<file path="src/rtl/multi_sel_collect.sv">
`timescale 1ns/1ps
// -----------------------------------------------------------------------------
// multi_sel_collect
//
// Purpose: consumer of the multi_sel result stream. A frame starts on the cycle
// in_grant is high (x1) and continues for three more cycles (x3, x7, x8). The
// four results are packed into one 44-bit word {x8, x7, x3, x1} and queued in a
// DEPTH-entry FIFO that drains through a valid/ready handshake. A frame that
// finds the FIFO full (and no pop in the same cycle) is dropped and counted.
//
// Optional feature macro: MULTI_SEL_CHECK_EN
//   When defined, each frame is checked for consistency (x1 < 256, x3 = 3*x1,
//   x7 = 7*x1, x8 = x1 << 3, 11-bit arithmetic) and carries an error bit that
//   shows on frm_err with that frame. When undefined, frm_err is constant 0.
//
// Ports:
//   clk        in   1   clock, rising edge
//   rst        in   1   asynchronous reset, active low
//   in_grant   in   1   frame marker, high while in_data carries x1
//   in_data    in  11   multi_sel result stream
//   frm_valid  out  1   FIFO holds at least one frame
//   frm_ready  in   1   consumer takes the head frame
//   frm_data   out 44   head frame {x8, x7, x3, x1}
//   frm_err    out  1   head frame failed the consistency check
//   drop_cnt   out  8   frames dropped on FIFO full, saturating at 255
//   resync     out  1   sticky: a grant arrived in the middle of a frame
// -----------------------------------------------------------------------------
module multi_sel_collect #(
    parameter int DEPTH = 4
) (
    input  logic        clk,
    input  logic        rst,
    input  logic        in_grant,
    input  logic [10:0] in_data,
    output logic        frm_valid,
    input  logic        frm_ready,
    output logic [43:0] frm_data,
    output logic        frm_err,
    output logic [7:0]  drop_cnt,
    output logic        resync
);

    localparam int AW = $clog2(DEPTH);
    localparam logic [AW:0] PTR_ONE = (AW + 1)'(1);

    typedef enum logic [1:0] {IDLE, S1, S2, S3} state_t;

    state_t      state;
    state_t      state_next;
    logic [10:0] x1;
    logic [10:0] x3;
    logic [10:0] x7;
    logic [43:0] frame;
    logic        push;
    logic        push_ok;
    logic        pop;
    logic        full;
    logic        empty;
    logic [AW:0] wr_ptr;
    logic [AW:0] rd_ptr;
    logic [43:0] mem [DEPTH];

    // -------------------------------------------------------------------------
    // Capture FSM
    // -------------------------------------------------------------------------
    // NOTE: next_state gets a default before any branch so no path leaves it
    // unassigned; otherwise synthesis infers a latch.
    always_comb begin
        state_next = state;
        if (in_grant) begin
            // A grant always starts a new frame, even mid-frame (realignment).
            state_next = S1;
        end else begin
            case (state)
                IDLE:    state_next = IDLE;
                S1:      state_next = S2;
                S2:      state_next = S3;
                S3:      state_next = IDLE;
                default: state_next = IDLE;
            endcase
        end
    end

    // NOTE: all clocked state uses non-blocking assignments so every register
    // samples pre-edge values regardless of statement order.
    always_ff @(posedge clk or negedge rst) begin
        if (!rst) begin
            state  <= IDLE;
            resync <= 1'b0;
            x1     <= '0;
            x3     <= '0;
            x7     <= '0;
        end else begin
            state <= state_next;
            if (in_grant && state != IDLE) begin
                resync <= 1'b1;
            end
            if (in_grant) begin
                x1 <= in_data;
            end else if (state == S1) begin
                x3 <= in_data;
            end else if (state == S2) begin
                x7 <= in_data;
            end
        end
    end

    // x8 is never registered: it is on in_data during S3 and goes straight
    // into the FIFO. A grant in S3 means in_data is a new x1, not x8.
    assign push  = (state == S3) && !in_grant;
    assign frame = {in_data, x7, x3, x1};

    // -------------------------------------------------------------------------
    // FIFO: extra pointer MSB distinguishes full from empty.
    // -------------------------------------------------------------------------
    assign empty     = (wr_ptr == rd_ptr);
    assign full      = (wr_ptr[AW] != rd_ptr[AW]) &&
                       (wr_ptr[AW-1:0] == rd_ptr[AW-1:0]);
    assign frm_valid = !empty;
    assign pop       = frm_valid && frm_ready;
    // When full, a same-cycle pop frees the head slot, which is exactly the
    // slot the write pointer addresses.
    assign push_ok   = push && (!full || pop);
    assign frm_data  = mem[rd_ptr[AW-1:0]];

    always_ff @(posedge clk or negedge rst) begin
        if (!rst) begin
            wr_ptr   <= '0;
            rd_ptr   <= '0;
            drop_cnt <= '0;
            // NOTE: the storage is reset on purpose so frm_data reads 0 out of
            // reset; a plain RAM macro could not be used for this array.
            for (int i = 0; i < DEPTH; i++) begin
                mem[i] <= '0;
            end
        end else begin
            if (push_ok) begin
                mem[wr_ptr[AW-1:0]] <= frame;
                wr_ptr              <= wr_ptr + PTR_ONE;
            end
            if (pop) begin
                rd_ptr <= rd_ptr + PTR_ONE;
            end
            if (push && !push_ok && drop_cnt != 8'hFF) begin
                drop_cnt <= drop_cnt + 8'd1;
            end
        end
    end

`ifdef MULTI_SEL_CHECK_EN
    // -------------------------------------------------------------------------
    // Consistency check, evaluated on the push cycle (x8 is still on in_data).
    // -------------------------------------------------------------------------
    logic [10:0] x1_times3;
    logic [10:0] x1_times7;
    logic [10:0] x1_times8;
    logic        frame_err;
    logic        err_mem [DEPTH];

    assign x1_times3 = x1 * 11'd3;
    assign x1_times7 = x1 * 11'd7;
    assign x1_times8 = x1 << 3;
    assign frame_err = (x1[10:8] != 3'd0) || (x3 != x1_times3) ||
                       (x7 != x1_times7) || (in_data != x1_times8);

    always_ff @(posedge clk or negedge rst) begin
        if (!rst) begin
            for (int i = 0; i < DEPTH; i++) begin
                err_mem[i] <= 1'b0;
            end
        end else if (push_ok) begin
            err_mem[wr_ptr[AW-1:0]] <= frame_err;
        end
    end

    assign frm_err = err_mem[rd_ptr[AW-1:0]];
`else
    assign frm_err = 1'b0;
`endif

endmodule

</file>
<file path="config.mk">
export PLATFORM = sky130hd
export DESIGN_NAME = multi_sel_collect
export DESIGN_NICKNAME = d
export VERILOG_FILES = /design/src/rtl/multi_sel_collect.sv
export SDC_FILE = /design/constraint.sdc
export NUM_CORES = 1
export LEC_CHECK = 0
export CORE_UTILIZATION = 30
export DETAILED_ROUTE_END_ITERATION = 8
export HOLD_SLACK_MARGIN = 0.02
export SKIP_LAST_GASP = 1
export SLEW_MARGIN = 25
export SYNTH_ARGS = -nofsm -noshare
export SYNTH_HDL_FRONTEND = slang
export SYNTH_SLANG_ARGS = --single-unit
</file>
<file path="constraint.sdc">
create_clock -name clk -period 2.7 [get_ports clk]
set_clock_uncertainty 0.05 [all_clocks]
set_input_delay 0.54 -clock clk [delete_from_list [all_inputs] [get_ports clk]]
set_output_delay 0.54 -clock clk [all_outputs]
set_load 0.01 [all_outputs]
</file>
==> results.md <==
- Synth Area per Inst: between 15 and 20 µm²
- Die W: roughly 180 µm
- Dominant cell type by area after synthesis: dfrtp_1
- Max Cap Viol: 0
- Dpl cell area: around 11,000 µm²
- Number of port buffers: 68
- Max clock buf depth: 3
- Worst rel slew slack: between 60% and 70%
- Vias in the first global route: 5,596
- Number of synthesized register bits: 226
- Max Slew Vio Count: 0
- Seq/Total Area, Yosys: about three fifths
- Multi-input gate area: just under 4000 µm²
- Outcome: finished, final reports clean
- Post-route minimum period: between 2000 and 3000 ps
- Leak: between 5 and 6 nW
- RSZ-0062 raised after global routing: yes
- Synth unique cells: 29
- CP arrival: 2100 ps
- Final Cycle Share: 99.8%
- EDFF count, synth: 0
- Global-route wire length before repair: 33,900 µm
- TritonCTS clock tree: built
- Max incr delay on CP: a little over 500 ps
- Syn-to-layout area delta: 21.2%
- VDD IR-drop max: between 0.4 and 0.5 mV
- First-pass DRT Iterations: 4
- Final setup viols: 0
- Initial antenna violation count: 0
- Dpl ws: about 260 ps
- Die area: ~33,000 µm²
- Via density: roughly 4.8
- Num rows: between 60 and 70
- Reg clk slew, reported paths: 60 ps
- Top cells by area, synth: dfrtp_1 58%, mux2_2 25%, mux4_2 10%
- Detailed Place HPWL: roughly 13,000 µm
- Min setup slack post-route: between 5 and 6 ps
- Critical Path, Cell by Cell: buf_4, buf_12, mux4_2, dlygate4sd2_1
- Share of cells above drive strength 1: 50.9%
- Die Height: about 180 µm
- Nets@finish: a little under 700
- Crit. End Element: output port
- Peak Freq: ~370 MHz
- Slew @ Worst Pin: 552 ps
- Fin. Hold Viols: 0
- CP max-delay cell: dfrtp_4
- Placer congestion estimate: 0.684
- CORE AREA: 31,700 µm²
- GRT Total Usage: about an eighth
- Top_reg_cell synth: dfrtp_1
- Hold Path Class: register to register
- Commonest cells in the netlist: 226 x dfrtp_1, 213 x mux2_2, 44 x mux4_2
- Startpoint class of the critical path: register
- TritonCTS Buffers: 24
- H-tree levels: 1
- Syn_nets: around 610
- Cell Area, Synth: between 9000 and 10,000 µm²
- Utilization after layout: 37.1%
- CTS root buf: clkbuf_16
- Pin count of the biggest net entering global routing: 58
- Fill count: 3,044
- Storage element area: roughly 5700 µm²
- Remaining DRCs: 0
- DR vias: just over 5k
- Top Ports: 70
- PD cells: roughly 1100 nW/µm²
- Worst EP required: 2110 ps
- Number of synthesis warnings: 0
- Synth Instances: about 580
- Total gr overflow: 0
- Design area: around 12,000 µm²
- CP Max Fanout: 10
- Number of DRC markers in iteration 0: 259
- Async S/R FF share, synth: between 90% and 100%
- Antenna-violating nets left: 0
- Most common cell in the netlist: dfrtp_1
- Wirelength per Cell: around 19 µm
- Initial Utilization: 30.6%
- Clock sink count: 226
- Antenna Cells: 0
- Yosys top cell area share: 58.2%
- Tot Pwr: 0.0133 W
- Later-pin clock latency in the skew report: just over 500 ps
- WL final: 20,900 µm
- Critical path class: register to output port
[cell families after synthesis]
family                     after synthesis  synth area share (%)
DFF                                    226                  58.2
xor gates and xnor gates                 9                 0.811
AOI/OAI and AO/OA                        9                 0.760
buffers and inverters                   39                  2.27
and+or+nand+nor                         30                  1.75
muxes                                  257                  34.9
adders and majority gates               10                  1.29
other                                    1                0.0386
[registers in the layout (all words and copies together) (netlist names)]
name / count
x7: 11
state: 2
resync: 1
wr_ptr: 3
x3: 11
rd_ptr: 3
mem: 176
x1: 11
drop_cnt: 8
[placed cells by master, fill, tap and decap left out, types with 2 or more instances in the layout]
cell type / count
nand3_1: 3
a21oi_1: 3
a31oi_1: 3
clkdlybuf4s50_1: 22
mux2_2: 213
clkbuf_16: 25
buf_2: 15
buf_12: 11
xor2_1: 3
buf_6: 8
clkbuf_8: 3
xnor2_1: 5
clkdlybuf4s15_1: 2
inv_1: 7
clkbuf_1: 10
buf_4: 12
mux4_2: 44
dfrtp_1: 224
clkinv_2: 5
dlygate4sd2_1: 21
nor2_1: 4
nand2_1: 5
nor2b_1: 3
nand4_1: 4
ha_1: 10
nand2_2: 4
[routing by layer]
layer  up-vias  track usage (%)  part of all wire [%]
met5         -                0                     0
met4         0             3.06                   1.9
met3        26             1.70                   2.4
met2        69             21.4                    48
met1      2769             19.0                    48
li1       2319                -                     -
[per-stage QoR]
step	setup TNS (ps)	std cells	hold slack, ps
2_1_floorplan	0	581	194
3_3_place_gp	0	1036	431
3_5_place_dp	0	1036	435
4_1_cts	-80.7	1090	446
5_1_grt	-289	1090	457
6_report	0	1090	447
[final cells by class]
| type | count | area share [%] |
|---|---|---|
| flip-flops and latches | 226 | 48.1 |
| inverters | 7 | 0.223 |
| well taps | 402 | 4.27 |
| clock inverters | 6 | 0.276 |
| repair buffers | 95 | 8.36 |
| clock buffers | 38 | 5.98 |
| multi-input cells | 316 | 32.8 |
[critical path, delay by kind of cell, from the launching register on]
kind,cells,cell delay [ps]
flip-flops,1,510
multiplexers,1,470
buffers and inverters,3,600
[power breakdown]
group,switching (W),internal [W]
Combinational,0.00184,0.00288
Sequential,0.000778,0.00472
Clock,0.00131,0.00179
[what timing repair did]
action | 4_1_cts | 5_1_grt
hold buffers | 1 | 0
endpoints found under the setup margin | 45 | 14
gates resized for setup | 123 | 4
cloned | 2 | 0
hold endpoints to repair | 47 | 0
pin swaps | 0 | 0
setup buffers | 7 | 1
[worst paths after layout]
kind,from,to,slack (ps),cells after the start
min in group asynchronous,rst,drop_cnt[1]$_DFFE_PN0P_,470,2
worst max register to register,rd_ptr[1]$_DFFE_PN0P_,mem[21]$_DFFE_PN0P_,470,5
max in group asynchronous,rst,mem[156]$_DFFE_PN0P_,1290,3
worst min register to register,mem[24]$_DFFE_PN0P_,mem[24]$_DFFE_PN0P_,450,1
worst max-delay path,rd_ptr[0]$_DFFE_PN0P_,frm_data[2],5,4
worst min-delay path,mem[24]$_DFFE_PN0P_,mem[24]$_DFFE_PN0P_,450,1
No activity file was read; power rests on OpenSTA's default activity.
